`src/rtl/hex_scan_pkg.sv`:
```
// Shared types for the hex scanner: serializer FSM states and the 7-segment decode.
package hex_scan_pkg;

    typedef enum logic [1:0] {
        ST_IDLE     = 2'd0,
        ST_SHIFT_LO = 2'd1,
        ST_SHIFT_HI = 2'd2,
        ST_LATCH    = 2'd3
    } state_t;

    localparam logic [6:0] SEG_OFF = 7'h00;

    // Active-high {g,f,e,d,c,b,a} pattern for a hex nibble.
    function automatic logic [6:0] seg_decode(input logic [3:0] nib);
        logic [6:0] seg;
        case (nib)
            4'h0: seg = 7'h3F;
            4'h1: seg = 7'h06;
            4'h2: seg = 7'h5B;
            4'h3: seg = 7'h4F;
            4'h4: seg = 7'h66;
            4'h5: seg = 7'h6D;
            4'h6: seg = 7'h7D;
            4'h7: seg = 7'h07;
            4'h8: seg = 7'h7F;
            4'h9: seg = 7'h6F;
            4'hA: seg = 7'h77;
            4'hB: seg = 7'h7C;
            4'hC: seg = 7'h39;
            4'hD: seg = 7'h5E;
            4'hE: seg = 7'h79;
            default: seg = 7'h71;
        endcase
        return seg;
    endfunction

endpackage

```
`src/rtl/shift_out_engine.sv`:
```
// W-bit MSB-first 74HC595 serializer: word taken on i_start in IDLE, st_cp rises 2*W*SCLK_DIV cycles later.
// No backpressure: i_start is ignored unless o_idle; o_done pulses once the latch pulse ends.
module shift_out_engine
    import hex_scan_pkg::*;
#(
    parameter int W        = 16,
    parameter int SCLK_DIV = 2
) (
    input  logic         i_clk,
    input  logic         i_reset,
    input  logic         i_start,
    input  logic [W-1:0] i_word,
    output logic         o_idle,
    output logic         o_done,
    output logic         o_sh_cp,
    output logic         o_st_cp,
    output logic         o_ds
);

    localparam int DIVW = (SCLK_DIV > 1) ? $clog2(SCLK_DIV) : 1;
    localparam int BITW = (W > 1) ? $clog2(W) : 1;
    localparam logic [DIVW-1:0] DIV_LAST = DIVW'(SCLK_DIV - 1);

    state_t          r_state;
    logic [W-1:0]    r_word;
    logic [BITW-1:0] r_bit;
    logic [DIVW-1:0] r_div;
    logic            r_sh_cp;
    logic            r_st_cp;
    logic            r_ds;
    logic            r_done;

    logic            w_div_end;
    logic [BITW-1:0] w_bit_nxt;

    assign w_div_end = (r_div == DIV_LAST);
    assign w_bit_nxt = r_bit - 1'b1;

    // ds only changes on entry to SHIFT_LO, so it is stable across every sh_cp rise.
    always_ff @(posedge i_clk or posedge i_reset) begin
        if (i_reset) begin
            r_state <= ST_IDLE;
            r_word  <= '0;
            r_bit   <= '0;
            r_div   <= '0;
            r_sh_cp <= 1'b0;
            r_st_cp <= 1'b0;
            r_ds    <= 1'b0;
            r_done  <= 1'b0;
        end else begin
            r_done <= 1'b0;
            case (r_state)
                ST_IDLE: begin
                    if (i_start) begin
                        r_word  <= i_word;
                        r_bit   <= BITW'(W - 1);
                        r_ds    <= i_word[W-1];
                        r_sh_cp <= 1'b0;
                        r_div   <= '0;
                        r_state <= ST_SHIFT_LO;
                    end
                end
                ST_SHIFT_LO: begin
                    if (w_div_end) begin
                        r_div   <= '0;
                        r_sh_cp <= 1'b1;
                        r_state <= ST_SHIFT_HI;
                    end else begin
                        r_div <= r_div + 1'b1;
                    end
                end
                ST_SHIFT_HI: begin
                    if (w_div_end) begin
                        r_div   <= '0;
                        r_sh_cp <= 1'b0;
                        if (r_bit == '0) begin
                            r_st_cp <= 1'b1;
                            r_state <= ST_LATCH;
                        end else begin
                            r_bit   <= w_bit_nxt;
                            r_ds    <= r_word[w_bit_nxt];
                            r_state <= ST_SHIFT_LO;
                        end
                    end else begin
                        r_div <= r_div + 1'b1;
                    end
                end
                ST_LATCH: begin
                    if (w_div_end) begin
                        r_div   <= '0;
                        r_st_cp <= 1'b0;
                        r_done  <= 1'b1;
                        r_state <= ST_IDLE;
                    end else begin
                        r_div <= r_div + 1'b1;
                    end
                end
                default: r_state <= ST_IDLE;
            endcase
        end
    end

    assign o_idle  = (r_state == ST_IDLE);
    assign o_done  = r_done;
    assign o_sh_cp = r_sh_cp;
    assign o_st_cp = r_st_cp;
    assign o_ds    = r_ds;

endmodule

```
`src/rtl/hex_scan_serial.sv`:
```
// Multiplexed 7-seg scanner driving a 595 chain; one digit per scan tick, st_cp 2*W*SCLK_DIV+1 cycles after tick.
// Loads are staged and applied only at frame start (load_ack); optional HEX_SCAN_LEADING_ZERO_BLANK_EN blanks leading zeros.
module hex_scan_serial
    import hex_scan_pkg::*;
#(
    parameter int DIGITS         = 8,
    parameter int CLK_FREQ_HZ    = 50_000_000,
    parameter int SCAN_HZ        = 1000,
    parameter int SCLK_DIV       = 2,
    parameter int SEG_ACTIVE_LOW = 1,
    parameter int SEL_ACTIVE_LOW = 1
) (
    input  logic                  i_clk,
    input  logic                  i_reset,
    input  logic [4*DIGITS-1:0]   i_disp_data,
    input  logic [DIGITS-1:0]     i_dp_mask,
    input  logic [DIGITS-1:0]     i_digit_en,
    input  logic                  i_load,
    output logic                  o_load_ack,
    output logic                  o_sh_cp,
    output logic                  o_st_cp,
    output logic                  o_ds,
    output logic                  o_frame_done
);

    localparam int W        = 8 + DIGITS;
    localparam int SCAN_DIV = CLK_FREQ_HZ / SCAN_HZ;
    localparam int CNTW     = (SCAN_DIV > 1) ? $clog2(SCAN_DIV) : 1;
    localparam int IDXW     = (DIGITS > 1) ? $clog2(DIGITS) : 1;

    if (!((W * 2 + 2) * SCLK_DIV < SCAN_DIV)) begin : g_scan_too_fast
        $error("hex_scan_serial: one digit transfer does not fit in a scan period");
    end

    logic [CNTW-1:0]       r_scan_cnt;
    logic [4*DIGITS-1:0]   r_stg_data, r_sh_data;
    logic [DIGITS-1:0]     r_stg_dp, r_sh_dp;
    logic [DIGITS-1:0]     r_stg_en, r_sh_en;
    logic                  r_load_pend;
    logic                  r_tick_pend;
    logic [IDXW-1:0]       r_idx;
    logic                  r_load_ack;
    logic                  r_frame_done;

    logic                  w_tick, w_busy, w_start, w_xfer;
    logic                  w_eng_idle, w_eng_done;
    logic [4*DIGITS-1:0]   w_src_data;
    logic [DIGITS-1:0]     w_src_dp, w_src_en;
    logic [3:0]            w_nib;
    logic                  w_show, w_dp, w_hnz;
    logic [6:0]            w_seg;
    logic [DIGITS-1:0]     w_sel;
    logic [W-1:0]          w_word;

    assign w_tick  = (r_scan_cnt == CNTW'(SCAN_DIV - 1));
    // The done cycle still holds the old index, so the engine counts as busy until it advances.
    assign w_busy  = !w_eng_idle || w_eng_done;
    assign w_start = !w_busy && (w_tick || r_tick_pend);
    assign w_xfer  = r_load_pend && !w_busy && (r_idx == '0);

    // A transfer coinciding with a start feeds the new data straight into digit 0.
    assign w_src_data = w_xfer ? r_stg_data : r_sh_data;
    assign w_src_dp   = w_xfer ? r_stg_dp   : r_sh_dp;
    assign w_src_en   = w_xfer ? r_stg_en   : r_sh_en;

    always_comb begin
        w_nib = w_src_data[{r_idx, 2'b00} +: 4];
        w_hnz = 1'b0;
        for (int j = 0; j < DIGITS; j++) begin
            if (j > int'(r_idx) && w_src_en[j] && (w_src_data[4*j +: 4] != 4'h0))
                w_hnz = 1'b1;
        end
`ifdef HEX_SCAN_LEADING_ZERO_BLANK_EN
        w_show = w_src_en[r_idx] && !((r_idx != '0) && (w_nib == 4'h0) && !w_hnz);
`else
        w_show = w_src_en[r_idx];
`endif
        w_dp  = w_src_en[r_idx] && w_src_dp[r_idx];
        w_seg = w_show ? seg_decode(w_nib) : SEG_OFF;
        w_sel = '0;
        if (w_show)
            w_sel[r_idx] = 1'b1;
        w_word = {((SEG_ACTIVE_LOW != 0) ? ~w_dp  : w_dp),
                  ((SEG_ACTIVE_LOW != 0) ? ~w_seg : w_seg),
                  ((SEL_ACTIVE_LOW != 0) ? ~w_sel : w_sel)};
    end

    always_ff @(posedge i_clk or posedge i_reset) begin
        if (i_reset) begin
            r_scan_cnt   <= '0;
            r_stg_data   <= '0;
            r_stg_dp     <= '0;
            r_stg_en     <= '0;
            r_sh_data    <= '0;
            r_sh_dp      <= '0;
            r_sh_en      <= '0;
            r_load_pend  <= 1'b0;
            r_tick_pend  <= 1'b0;
            r_idx        <= '0;
            r_load_ack   <= 1'b0;
            r_frame_done <= 1'b0;
        end else begin
            r_scan_cnt <= w_tick ? '0 : r_scan_cnt + 1'b1;

            if (i_load) begin
                r_stg_data  <= i_disp_data;
                r_stg_dp    <= i_dp_mask;
                r_stg_en    <= i_digit_en;
                r_load_pend <= 1'b1;
            end else if (w_xfer) begin
                r_load_pend <= 1'b0;
            end

            if (w_xfer) begin
                r_sh_data <= r_stg_data;
                r_sh_dp   <= r_stg_dp;
                r_sh_en   <= r_stg_en;
            end
            r_load_ack <= w_xfer;

            // One tick of slack; anything beyond that is dropped.
            r_tick_pend <= w_tick ? (w_busy || r_tick_pend) : (r_tick_pend && !w_start);

            r_frame_done <= 1'b0;
            if (w_eng_done) begin
                r_idx        <= (r_idx == IDXW'(DIGITS - 1)) ? '0 : r_idx + 1'b1;
                r_frame_done <= (r_idx == IDXW'(DIGITS - 1));
            end
        end
    end

    shift_out_engine #(
        .W        (W),
        .SCLK_DIV (SCLK_DIV)
    ) u_shift (
        .i_clk   (i_clk),
        .i_reset (i_reset),
        .i_start (w_start),
        .i_word  (w_word),
        .o_idle  (w_eng_idle),
        .o_done  (w_eng_done),
        .o_sh_cp (o_sh_cp),
        .o_st_cp (o_st_cp),
        .o_ds    (o_ds)
    );

    assign o_load_ack   = r_load_ack;
    assign o_frame_done = r_frame_done;

endmodule

```
`config.mk`:
```
export PLATFORM = sky130hd
export DESIGN_NAME = hex_scan_serial
export DESIGN_NICKNAME = d
export VERILOG_FILES = /design/src/rtl/hex_scan_pkg.sv /design/src/rtl/shift_out_engine.sv /design/src/rtl/hex_scan_serial.sv
export SDC_FILE = /design/constraint.sdc
export NUM_CORES = 1
export LEC_CHECK = 0
export ABC_CLOCK_PERIOD_IN_PS = 4200
export CORE_ASPECT_RATIO = 1.75
export CORE_MARGIN = 2
export CORE_UTILIZATION = 45
export DETAILED_ROUTE_END_ITERATION = 6
export PLACE_DENSITY_LB_ADDON = 0.05
export SYNTH_ARGS = -nofsm -noshare
export SYNTH_HDL_FRONTEND = slang
export SYNTH_SLANG_ARGS = --single-unit
```
`constraint.sdc`:
```
create_clock -name i_clk -period 4.2 [get_ports i_clk]
set_input_delay 0.42 -clock i_clk [delete_from_list [all_inputs] [get_ports i_clk]]
set_output_delay 0.42 -clock i_clk [all_outputs]
set_load 0.05 [all_outputs]
```
Word level (Yosys, flattened, before mapping)
Memories as Yosys holds them, arrays and structs flattened.
Cells that the tools add are included.
Word-level totals
  word-level logic and storage cells: 112
  register bits: 146
  input port bits: 51
  memories kept: 1
  memory bits (read-only): 112
  output and inout port bits: 5
Cells by class
  equality and inequality tests: 11
  bitwise operators: 3
  add/sub/neg operators: 4
  shifts and indexed selects: 1
  multiplexer cells: 44
  order comparisons: 3
  reduce and logical (&&, ||, !) cells: 25
Memory list
  (name not given): words 16, bits a word 7, rd ports 1, clocked after Yosys merged registers in 0, write ports 0, line hex_scan_pkg.sv:16  | case (nib)
Operators with widths (number)
  $mux W32: 1
  $shiftx A32 B6 Y4: 1
  $mux W8: 3
  $mux W1: 19
  $add A16 B1 Y16 const B: 1
  $eq A16 B16 Y1 const B: 1
  $mux W16: 1
  $reduce_and A4 Y1: 4
  $mux W4: 3
  $mux W2: 5
  $ne A2 B1 Y1 const B: 4
  $not A8 Y8: 1
  $pmux W2 S4: 1
  $pmux W4 S2: 1
  $mux W7: 1
  $not A7 Y7: 1
  $bmux W1 S3: 2
  $logic_and A1 B1 Y1: 6
  $pmux W1 S2: 3
  $reduce_bool A2 Y1: 3
  $lt A4 B5 Y1 const B: 1
  $bmux W1 S4: 1
  $eq A2 B2 Y1 const B: 2
  $logic_not A4 Y1: 1
  19 further kinds: 24

Longest topological paths before layout
  depth after elaboration: 13
  depth in mapped cells: 17
  mapped depth without buffers: 13

By module
Synthesis repeated with hierarchy kept, for this count alone.
Second synthesis, totals
  cells, all modules: 605
  area, all modules: 6787.8 µm²
By module, submodules not included
  hex_scan_serial: times used 1, cells each 493, sequential area each 2977.9 µm², area each 5455.2 µm²
  shift_out_engine: times used 1, cells each 112, sequential area each 675.6 µm², area each 1332.5 µm²

Least setup slack after synthesis
No wires, ideal clock.
  kind: register -> register
  from: reg r_idx[1]
  to: reg u_shift.r_word[11]
  slack: 469 ps
  library setup time: 77 ps
  cell stages (with the launch flop): 17
  data arrival time: 3653 ps
  period minus slack after synthesis: 3731 ps
  required time: 4123 ps
  path buffers: 4
  cell sequence: dfrtp_1 -> clkbuf_1 -> inv_1 -> clkbuf_1 -> ha_1 -> and3b_1 -> buf_6 -> nand2_4 -> buf_6 -> mux2_4 -> a22o_1 -> or4_4 -> inv_1 -> ha_1 -> and3_1 -> a2111o_1 -> a21oi_1
Between the ends
  cells in the longest elaborated chain, start to end: 7
  elaborated cells on any way between the ends: 10
  classes of those cells: shift: 1; mux: 5; bitwise: 1; reduce/logical: 2; memory: 1
Ends and longest elaborated chain
  start, declared: line hex_scan_serial.sv:41  | logic [IDXW-1:0] r_idx;
  start signal, assigned: line hex_scan_serial.sv:126  | r_idx <= (r_idx == IDXW'(DIGITS - 1)) ? '0 : r_idx + 1'b1;
  $logic_not A3 Y1: line hex_scan_serial.sv:59  | assign w_xfer = r_load_pend && !w_busy && (r_idx == '0);
  $logic_and A1 B1 Y1: line hex_scan_serial.sv:59
  $mux W32
  net w_src_data[9]: line hex_scan_serial.sv:47  | logic [4*DIGITS-1:0] w_src_data;
  $shiftx A32 B6 Y4: line hex_scan_serial.sv:67  | w_nib = w_src_data[{r_idx, 2'b00} +: 4];
  $mem_v2 Z16 W7
  $mux W7: line hex_scan_serial.sv:79  | w_seg = w_show ? seg_decode(w_nib) : SEG_OFF;
  $not A7 Y7: line hex_scan_serial.sv:84  | ((SEG_ACTIVE_LOW != 0) ? ~w_seg : w_seg),
  end signal, assigned: line shift_out_engine.sv:55  | r_word <= i_word;
  end, declared: line shift_out_engine.sv:25  | logic [W-1:0] r_word;
The timed path passes the listed nets, and every way through them passes these cells. The select of a mux whose other input is x is not followed.
A chain may end at the register's enable or synchronous reset.

Final worst setup path
Same ends and word-level chain as after synthesis.

==> summary.md <==
| Metric | Value |
|---|---|
| Routed length on met1 | 5654 um |
| H-tree depth | 4 |
| Post-synthesis register bit count | 146 |
| Top layer in use | met4 |
| Syn_area_per_cell | 11.67 um^2 |
| Port Buffers | 55 |
| DR WL/cell | 17.11 um |
| Post-CTS sizing | 0 |
| Total I/O pin count | 56 |
| TritonCTS Sinks | 146 |
| PwrDens | 445.6 mW/mm^2 |
| Area growth syn-to-layout | 20.46% |
| Clock transition at path regs | 0.07 ns |
| Post-synth ARST share | 100.0% |
| Pre-antenna DRT Iters | 4 |
| Fin. max-slew vios | 0 |
| CP endpoint kind | register |
| Initial core utilization | 45.63% |
| Gr usage total | 19.49% |
| CORE AREA | 0.01430 mm^2 |
| Fin crit share | 92.80% |
| Total nets after synthesis | 621 |
| Longest Clk Path Bufs | 2 |
| Vias | 4,401 |
| DR vias/cell | 5.440 |
| Most used DFF post-synth | dfrtp_1 |
| Nets | 678 |
| Final setup TNS | 0 ns |
| Post-Syn Instances | 559 |
| Layout cells sized above 1 | 20.19% |
| # diodes | 0 |
| Std-Cell Rows | 58 |
| Clock Latency Late Sink | 0.42 ns |
| Die Area | 0.01551 mm^2 |
| Placed cell area | 0.007242 mm^2 |
| Initial antenna violation count | 0 |
| Pleak | 3.488 nW |
| Root cell of the clock tree | clkbuf_16 |
| Placer Congestion | 0.7933 |
| Unrepaired setup endpoints after global routing | false |
| CTS Buf Count | 17 |
| Post-route cell area | 0.007859 mm^2 |
| Crit start category | register |
| Final WL | 13,840 um |
| Post-CTS Setup Inserts | 0 |
| Worst-Margin Slew | 1.059 ns |
| DIE WIDTH | 95.02 um |
| Setup Skew | 0.01079 ns |
| Max cap viols | 0 |
| Multi-input logic area | 0.002668 mm^2 |
| CP arrival | 4.24 ns |
| Met3 wire length | 382 um |
| Final count of hold timing violations | 0 |
| Critical path required time | 4.54 ns |
| Gr ovfl total | 0 |
| # fillers | 1,241 |
| Post-DP HPWL | 9863 um |
| Netlist cell types | 61 |
| Largest net degree at the start of global routing | 73 |
| Worst-path fanout max | 20 |
| Max rail drop VDD | 254.9 uV |
| Met2 WL post-DR | 7619 um |
| F_max | 0.2566 GHz |
| CP Class | reg -> reg |
| Post-synth EDFFs | 0 |
| Yosys Warn Count | 0 |
| Hold Path Class | in -> async |
| Detail Route Antenna Nets | 0 |
| CTS tree | yes |
| First-pass GRT wire length | 23,270 um |
| Remaining DRCs | 0 |
| Setup violators final | 0 |
| FF/Latch Area | 0.003654 mm^2 |
| Status | completed |
| Max-slew headroom | 29.38% |
| Part of the Yosys area used for sequential elements | 56.00% |
| Final min period | 3.898 ns |
| Hold buffers post-CTS | 0 |
| Initial drt markers | 188 |
| Via count of the first global-routing pass | 4,641 |
| Mapped Area | 0.006524 mm^2 |
| Die Y-Extent | 163.3 um |
-- through the flow --
stage | std cells | power [W] | utilization, % | hold WS [ns] | worst slack, ns
after floorplan | 559 | 0.001833 | - | 0.4321 | 0.4692
after global placement | 777 | 0.001948 | 50.66 | 0.4528 | 0.4713
after detailed placement | 777 | 0.001956 | 50.66 | 0.4530 | 0.3701
after CTS | 809 | 0.003539 | 54.97 | 0.4516 | 0.3157
after global routing | 809 | 0.003658 | 54.97 | 0.4919 | 0.1399
final | 809 | 0.003502 | 54.97 | 0.4391 | 0.3024
-- worst max-delay path, cell delays in order (launching register included) --
cell and delay [ns]:
dfrtp_1 0.54, inv_1 0.27, ha_1 0.27, and3b_1 0.20, nand2_4 0.26, mux2_2 0.38
a22o_1 0.23, or4_4 0.57, inv_1 0.14, ha_1 0.25, and3_1 0.16, a2111o_1 0.39
a21oi_1 0.15
-- final timing paths --
check                                endpoint         start  cells past startpoint  slack (ns)
hold reg to reg                  r_sh_data[3]  r_sh_data[3]                      2        0.47
setup reg to reg           u_shift.r_word[11]      r_idx[1]                     12        0.30
setup / recovery           u_shift.r_word[11]      r_idx[1]                     12        0.30
hold / removal                  r_scan_cnt[7]       i_reset                      2        0.44
max in group asynchronous       r_sh_data[18]       i_reset                      3        2.73
min in group i_clk               r_sh_data[3]  r_sh_data[3]                      2        0.47
-- Yosys cell counts, types with 3 or more instances --
| cell type | n | area [um^2] |
|---|---|---|
| buf_6 | 3 | 33.78 |
| xnor2_1 | 7 | 61.31 |
| mux2_4 | 4 | 60.06 |
| inv_1 | 14 | 52.55 |
| and2_1 | 3 | 18.77 |
| o21ai_0 | 15 | 75.07 |
| nor2b_1 | 4 | 25.02 |
| nand4_1 | 6 | 37.54 |
| a21oi_1 | 14 | 70.07 |
| nand3b_1 | 3 | 22.52 |
| o22a_1 | 4 | 35.03 |
| clkbuf_1 | 10 | 37.54 |
| xor2_1 | 8 | 70.07 |
| mux2i_1 | 6 | 60.06 |
| nor3b_1 | 3 | 22.52 |
| and3_1 | 8 | 50.05 |
| a211o_1 | 3 | 26.28 |
| a21o_1 | 3 | 22.52 |
| ha_1 | 11 | 137.6 |
| dfrtp_1 | 146 | 3654 |
| nor4_1 | 3 | 18.77 |
| mux4_2 | 5 | 112.6 |
| nand3_1 | 15 | 75.07 |
| or3_1 | 6 | 37.54 |
| buf_4 | 3 | 22.52 |
| buf_2 | 4 | 20.02 |
| buf_1 | 6 | 22.52 |
| nand2_1 | 79 | 296.5 |
| mux2_2 | 66 | 743.2 |
| nor3_1 | 12 | 60.06 |
| a31oi_1 | 9 | 56.30 |
| nor2_1 | 39 | 146.4 |
-- state kept, by name (all words and copies together), names as in the netlist, 8 cells and up --
name	cells
r_scan_cnt	16
r_sh_data	32
r_sh_dp	8
r_sh_en	8
r_stg_data	32
r_stg_dp	8
r_stg_en	8
u_shift.r_word	16
-- routing by layer --
metal	up-vias	track usage [%]
li1	2077	-
met4	0	5.995
met2	65	35.17
met5	-	0
met3	13	3.413
met1	2246	23.27
-- kinds of logic (layout without fill, tap and decap cells) --
logic type / count (synthesis) / after routing / synth area share (%)
and+or+nand+nor: 189 / 189 / 13.69
DFF: 146 / 146 / 56.00
muxes: 82 / 82 / 15.13
AOI/OAI and AO/OA: 72 / 72 / 7.787
buffers and inverters: 43 / 113 / 3.107
xor gates and xnor gates: 15 / 15 / 2.014
adders and majority gates: 12 / 12 / 2.263
-- cells in the final DEF, fill, tap and decap left out, types with 4 or more instances in the layout --
| cell type | netlist | layout |
|---|---|---|
| dfrtp_1 | 146 | 146 |
| nand2_1 | 79 | 79 |
| mux2_2 | 66 | 66 |
| clkdlybuf4s50_1 | 0 | 54 |
| nor2_1 | 39 | 39 |
| clkbuf_16 | 0 | 17 |
| nand3_1 | 15 | 15 |
| o21ai_0 | 15 | 15 |
| a21oi_1 | 14 | 14 |
| inv_1 | 14 | 13 |
| nor3_1 | 12 | 12 |
| ha_1 | 11 | 11 |
| a31oi_1 | 9 | 9 |
| and3_1 | 8 | 8 |
| xor2_1 | 8 | 8 |
| buf_4 | 3 | 8 |
| xnor2_1 | 7 | 7 |
| nand4_1 | 6 | 6 |
| mux2i_1 | 6 | 6 |
| or3_1 | 6 | 6 |
| mux4_2 | 5 | 5 |
| nor2b_1 | 4 | 4 |
| o22a_1 | 4 | 4 |
| mux2_4 | 4 | 4 |
| clkinvlp_4 | 0 | 4 |
| inv_6 | 0 | 4 |
-- report_power, final --
part | internal, W | leakage (nW) | total [W] | switching, W
Clock | 0.000961 | 0.291 | 0.00157 | 0.000613
Combinational | 0.000176 | 1.39 | 0.000352 | 0.000176
Sequential | 0.00152 | 1.81 | 0.00158 | 0.0000518
-- layout make-up --
class                      count  area share [%]
timing repair buffer          64           7.961
clock inverter                13           2.213
sequential                   146           46.49
tap                          180           2.866
clock buffer                  19           5.636
inverter                      17          0.8916
multi-input combinational    370           33.94
(Power assumes the default switching activity.)
